**src/rtl/mips_trace_pkg.sv**
```systemverilog
// rtl/mips_trace_pkg.sv - shared widths, record layout and FSM states for the writeback trace capture
package mips_trace_pkg;

    localparam int PC_W        = 10;
    localparam int DEST_W      = 5;
    localparam int DATA_W      = 32;
    localparam int BODY_W      = PC_W + DEST_W + DATA_W;
    localparam int TRACE_CYC_W = 16;

    typedef enum logic [1:0] {
        IDLE = 2'd0,
        RUN  = 2'd1,
        HALT = 2'd2
    } trace_state_e;

    typedef struct packed {
        logic [TRACE_CYC_W-1:0] ts;
        logic [PC_W-1:0]        pc;
        logic [DEST_W-1:0]      dest;
        logic [DATA_W-1:0]      data;
    } trace_rec_t;

    // Record body below the timestamp: {pc, dest, data}
    function automatic logic [BODY_W-1:0] pack_body(
        input logic [PC_W-1:0]   pc,
        input logic [DEST_W-1:0] dest,
        input logic [DATA_W-1:0] data
    );
        return {pc, dest, data};
    endfunction

endpackage

```
**src/rtl/trace_fifo.sv**
```systemverilog
// rtl/trace_fifo.sv - synchronous FIFO with extra-MSB pointers, flush, full flag and occupancy count
module trace_fifo #(
    parameter int DEPTH = 16,
    parameter int W     = 63
) (
    input  logic                     clock,
    input  logic                     reset,
    input  logic                     push,
    input  logic                     pop,
    input  logic                     flush,
    input  logic [W-1:0]             wdata,
    output logic [W-1:0]             rdata,
    output logic                     full,
    output logic [$clog2(DEPTH):0]   count
);

    localparam int AW = $clog2(DEPTH);

    logic [W-1:0] mem [DEPTH];
    logic [AW:0]  wptr;
    logic [AW:0]  rptr;
    logic         empty;
    logic         do_push;
    logic         do_pop;

    assign empty   = (wptr == rptr);
    assign full    = (wptr[AW] != rptr[AW]) && (wptr[AW-1:0] == rptr[AW-1:0]);
    assign count   = wptr - rptr;
    assign do_pop  = pop && !empty;
    // A full FIFO still accepts a write when the head leaves on the same edge
    assign do_push = push && (!full || do_pop);

    always_ff @(posedge clock) begin
        if (do_push) begin
            mem[wptr[AW-1:0]] <= wdata;
        end
    end

    always_ff @(posedge clock or negedge reset) begin
        if (!reset) begin
            wptr <= '0;
            rptr <= '0;
        end else if (flush) begin
            wptr <= '0;
            rptr <= '0;
        end else begin
            if (do_push) wptr <= wptr + (AW+1)'(1);
            if (do_pop)  rptr <= rptr + (AW+1)'(1);
        end
    end

    // Gate the head so nothing stale is visible while empty
    assign rdata = empty ? '0 : mem[rptr[AW-1:0]];

endmodule

```
**src/rtl/mips_wb_trace.sv**
```systemverilog
// rtl/mips_wb_trace.sv - MIPS writeback trace capture into a drained FIFO; TRACE_TIMESTAMP_EN adds cycle stamps
module mips_wb_trace
    import mips_trace_pkg::*;
#(
    parameter int DEPTH = 16,
    parameter int CYC_W = 16,
    parameter int OVF_W = 8
) (
    input  logic                      clock,
    input  logic                      reset,
    input  logic                      RegWrite_wb_in,
    input  logic [DEST_W-1:0]         dest_wb_in,
    input  logic [DATA_W-1:0]         write_data_in,
    input  logic [PC_W-1:0]           PC_in,
    input  logic                      trace_start,
    input  logic                      trace_stop,
    input  logic                      trace_clear,
    output logic                      out_valid,
    input  logic                      out_ready,
    output logic [BODY_W+CYC_W-1:0]   out_data,
    output logic                      overflow,
    output logic [OVF_W-1:0]          drop_cnt,
    output logic [1:0]                state_out
);

    localparam int AW = $clog2(DEPTH);

    trace_state_e     state_q;
    trace_state_e     state_d;
    logic [CYC_W-1:0] ts;
    logic             fifo_full;
    logic [AW:0]      fifo_count;
    logic             cap_event;
    logic             pop;
    logic             drop;

`ifdef TRACE_TIMESTAMP_EN
    logic [CYC_W-1:0] ts_q;

    always_ff @(posedge clock or negedge reset) begin
        if (!reset) begin
            ts_q <= '0;
        end else if (trace_clear) begin
            ts_q <= '0;
        end else begin
            ts_q <= ts_q + CYC_W'(1);
        end
    end

    assign ts = ts_q;
`else
    assign ts = '0;
`endif

    // Writes to $0 are architectural no-ops and are never traced
    assign cap_event = (state_q == RUN) && RegWrite_wb_in && (dest_wb_in != '0) && !trace_clear;
    assign out_valid = (fifo_count != '0);
    assign pop       = out_valid && out_ready;
    assign drop      = cap_event && fifo_full && !pop;

    trace_fifo #(
        .DEPTH (DEPTH),
        .W     (BODY_W + CYC_W)
    ) u_fifo (
        .clock (clock),
        .reset (reset),
        .push  (cap_event),
        .pop   (pop),
        .flush (trace_clear),
        .wdata ({ts, pack_body(PC_in, dest_wb_in, write_data_in)}),
        .rdata (out_data),
        .full  (fifo_full),
        .count (fifo_count)
    );

    always_ff @(posedge clock or negedge reset) begin
        if (!reset) begin
            state_q <= IDLE;
        end else begin
            state_q <= state_d;
        end
    end

    always_comb begin
        state_d = state_q;
        if (trace_clear) begin
            state_d = IDLE;
        end else if (trace_stop && (state_q != IDLE)) begin
            state_d = IDLE;
        end else begin
            case (state_q)
                IDLE:    if (trace_start) state_d = RUN;
                RUN:     if (drop)        state_d = HALT;
                default: state_d = state_q;
            endcase
        end
    end

    always_ff @(posedge clock or negedge reset) begin
        if (!reset) begin
            overflow <= 1'b0;
            drop_cnt <= '0;
        end else if (trace_clear) begin
            overflow <= 1'b0;
            drop_cnt <= '0;
        end else if (drop) begin
            overflow <= 1'b1;
            if (drop_cnt != '1) drop_cnt <= drop_cnt + OVF_W'(1);
        end
    end

    assign state_out = state_q;

endmodule

```
**config.mk**
```make
export PLATFORM = sky130hd
export DESIGN_NAME = mips_wb_trace
export DESIGN_NICKNAME = d
export VERILOG_FILES = /design/src/rtl/mips_trace_pkg.sv /design/src/rtl/trace_fifo.sv /design/src/rtl/mips_wb_trace.sv
export SDC_FILE = /design/constraint.sdc
export NUM_CORES = 1
export LEC_CHECK = 0
export CORE_MARGIN = 1.5
export CORE_UTILIZATION = 50
export CTS_CLUSTER_SIZE = 24
export DETAILED_ROUTE_END_ITERATION = 16
export GPL_TIMING_DRIVEN = 0
export PLACE_DENSITY = 0.68
export SLEW_MARGIN = 20
export SYNTH_ARGS = -nofsm -noshare
export SYNTH_HDL_FRONTEND = slang
export SYNTH_SLANG_ARGS = --single-unit
```
**constraint.sdc**
```tcl
create_clock -name clock -period 7.3 [get_ports clock]
set_input_delay 1.46 -clock clock [delete_from_list [all_inputs] [get_ports clock]]
set_output_delay 1.46 -clock clock [all_outputs]
set_load 0.02 [all_outputs]
```
==> metrics.md <==
| Metric | Value |
|---|---|
| Cell area after synthesis | `30000 µm²` |
| Critical Path RT | `5.84 ns` |
| CTS Buf Count | `74` |
| Sequential share of the synthesized area | `77.0%` |
| Most instantiated cells after synthesis | `edfxtp_1 (752), mux4_2 (235), nor2b_1 (50), clkbuf_1 (37), nor2_1 (22)` |
| Synth top area share | `75.3%` |
| Worst-path clk slew | `0.06 ns` |
| Root buf cell | `clkbuf_16` |
| Count leader, synth | `edfxtp_1` |
| Critical Path AT | `5.61 ns` |
| Hold Crit Class | `flop to flop` |
| Post_cts resized | `0` |
| CP max FO | `10` |
| Total number of vias | `14100` |
| DP Cell Count | `2221` |
| First-pass GRT wire length | `96.6 mm` |
| Ranking of synthesized cells by area | `edfxtp_1 (75%), mux4_2 (18%), dfrtp_1 (1.8%), nor2b_1 (1.0%), clkbuf_1 (0.46%)` |
| Num rows | `89` |
| Clk pwr share | `42.5%` |
| Min Tclk post-route | `7.07 ns` |
| Critical Path Max Stage Delay | `0.71 ns` |
| Top delay family on crit path | `buffers and inverters` |
| Drt wl/cell | `28.2 µm` |
| Antenna violations before repair | `4` |
| Total grt overflow | `0` |
| Master of the slowest instance on the critical path | `clkbuf_1` |
| Maximum clock frequency | `141 MHz` |
| Total wire length | `66.4 mm` |
| CTS tree | `yes` |
| Cts hold-fix bufs | `0` |
| Power Internal | `0.00717 W` |
| Worst slew margin | `33.3%` |
| Die extent in x | `248 µm` |
| Cell count after synthesis | `1272` |
| Logic pwr share | `2.8%` |
| Clk_lat worst skew | `0.61 ns` |
| Vias per inst | `5.99` |
| Drt first pass iters | `12` |
| Vias in the first global route | `14500` |
| Max-cap violation count | `0` |
| Slew @ Worst Pin | `1.00 ns` |
| DR DRC count | `8` |
| Max rail drop VDD | `0.169 mV` |
| IO Pins | `129` |
| Critical Path End Type | `output port` |
| Power density over the cells | `252 nW/µm²` |
| Placer's final routability congestion estimate | `0.755` |
| Switching Fraction | `19.6%` |
| Setup TNS Final | `0 ns` |
| Final nets | `1588` |
| Yosys warning total | `0` |
| Cell taking the most area after synthesis | `edfxtp_1` |
| Core Area | `59100 µm²` |
| Synth unique cells | `42` |
| FF+latch count, synth | `773` |
| Die area | `61500 µm²` |
| Post-CTS setup repair buffer count | `0` |
| Final cell count without fillers | `2355` |
| EDFF count, synth | `752` |
| Final Cycle Share | `96.8%` |
| Final worst setup slack | `0.231 ns` |
| Worst hold slack | `0.546 ns` |
| Final ANT Viol Nets | `0` |
| Setup WS pre-CTS | `0.855 ns` |
| Mean Syn Cell Area | `23.6 µm²` |
| HPWL Detailed | `41.0 mm` |
| Top_reg_cell synth | `edfxtp_1` |
| Final Setup Violations | `0` |
| Final Hold Viols | `0` |
| Area delta synth->final | `18.0%` |
| Sequential Power Share | `54.7%` |
| Failing checks | `DRC` |
| Crit-path cells | `clkbuf_1 -> clkbuf_1 -> inv_1 -> ha_1 -> nand4_1 -> nor2_1 -> clkbuf_1 -> clkbuf_1 -> nor2b_1 -> clkdlybuf4s50_1` |
| Port bufs | `111` |
| Die height | `248 µm` |
| Worst path bufs/invs | `6` |
| Critical path launch point type | `flop` |
| Critical setup path kind | `flop to output port` |
| Sink Count | `773` |
| Fin. max-slew vios | `0` |
| Leak pwr | `11.1 nW` |
| Switch Pwr | `0.00175 W` |
| Clock Tree Buf Depth | `3` |
| Fraction of layout cells with a size suffix above 1 | `29.1%` |
| Largest net degree at the start of global routing | `35` |
| Total track usage | `22.3%` |
| RSZ-0062 raised after global routing | `no` |
| Initial core utilization | `50.7%` |
| Status | `complete, but fails checks` |
| Final Skew | `0.0202 ns` |
| 1st-iter DRT viols | `1422` |
| Most used cell, CP | `clkbuf_1` |
| Asr flop ratio synth | `2.72%` |
| H-tree levels | `3` |
==> power by group through the flow <==
| stage | clock network [W] | registers (W) | logic [W] |
|---|---|---|---|
| after detailed placement | 0 | 0.00497 | 0.000249 |
| after floorplan | 0 | 0.00497 | 0.000105 |
| after CTS | 0.00384 | 0.00488 | 0.000250 |
| after global placement | 0 | 0.00497 | 0.000238 |
| final | 0.00379 | 0.00488 | 0.000247 |
| after global routing | 0.00401 | 0.00488 | 0.000265 |
==> tightest hold or removal path: stages (launching register included) <==
cell,delay (ns)
dfrtp_1,0.39
inv_1,0.05
o21ai_0,0.06
==> through the flow <==
step	power, W	util [%]	area [µm²]
floorplan	0.00508	-	30100
global placement	0.00521	54.3	32100
detailed placement	0.00522	55.8	33000
CTS	0.00896	59.9	35400
global route	0.00915	59.8	35400
finish	0.00892	59.8	35400
==> sequential cells by signal, indices dropped and copies added, names as in the netlist <==
| signal | flops |
|---|---|
| u_fifo.mem | 752 |
| drop_cnt | 8 |
| u_fifo.rptr | 5 |
| u_fifo.wptr | 5 |
| state_out | 2 |
| overflow | 1 |
==> cell usage in the layout (no fill, tap or decap), types with 3 or more instances in the layout <==
cell type and n:
a21oi_1 5, and2_4 8, buf_12 3, buf_16 17, buf_2 23, buf_4 38
buf_6 8, bufinv_16 7, clkbuf_1 46, clkbuf_16 77, clkdlybuf4s50_1 110, clkinv_1 12
clkinv_2 20, clkinvlp_4 3, conb_1 16, dfrtp_1 21, edfxtp_1 752, ha_1 10
inv_1 15, mux2_1 3, mux2i_1 4, mux4_2 235, nand2_1 7, nand2b_1 3
nand3_1 5, nand4_1 5, nor2_1 18, nor2_4 4, nor2b_1 50, nor3_1 7
nor3_2 5, o21ai_0 5, xnor2_1 6, xor2_1 5
==> logic make-up (layout without fill, tap and decap cells) <==
| family | after synthesis | after routing | synth area share, % |
|---|---|---|---|
| simple gates | 124 | 124 | 2.38 |
| compound gates | 16 | 16 | 0.409 |
| buf+inv | 94 | 388 | 1.51 |
| mux | 243 | 243 | 17.9 |
| xor+xnor | 11 | 11 | 0.321 |
| flops | 773 | 773 | 77.0 |
| other cells | 1 | 17 | 0.0125 |
| fa+ha+maj | 10 | 10 | 0.417 |
==> layer usage <==
| metal | vias to the layer above | GRT usage [%] | part of all wire, % |
|---|---|---|---|
| li1 | 5858 | - | - |
| met1 | 7597 | 30.3 | 40 |
| met2 | 532 | 37.6 | 51 |
| met3 | 108 | 3.18 | 6.1 |
| met4 | 6 | 6.88 | 2.3 |
| met5 | - | 0 | 0.060 |
==> final timing paths <==
check                                           start                          end  slack [ns]  depth (start not counted)
min                              overflow$_DFFE_PN0P_         overflow$_DFFE_PN0P_        0.55                          2
min reg2reg                      overflow$_DFFE_PN0P_         overflow$_DFFE_PN0P_        0.55                          2
max                        u_fifo.rptr[1]$_DFFE_PN0P_                 out_data[38]        0.23                         10
min in group asynchronous                       reset     state_out[1]$_DFFE_PN0P_        0.83                          1
max in group asynchronous                       reset     state_out[0]$_DFFE_PN0P_        6.12                          1
max reg2reg                u_fifo.rptr[1]$_DFFE_PN0P_  u_fifo.mem[4][16]$_DFFE_PP_        2.65                         13
==> cell type report <==
type / count / area (µm²)
flip-flops and latches: 773 / 23100
diodes: 1 / 2.50
plain buffers: 79 / 398
clock buffers: 88 / 1990
multi-input cells: 420 / 6570
repair buffers: 161 / 1900
fillers: 4095 / 23700
clock inverters: 45 / 404
inverters: 15 / 56.3
well taps: 773 / 967
(Power assumes the default switching activity.)
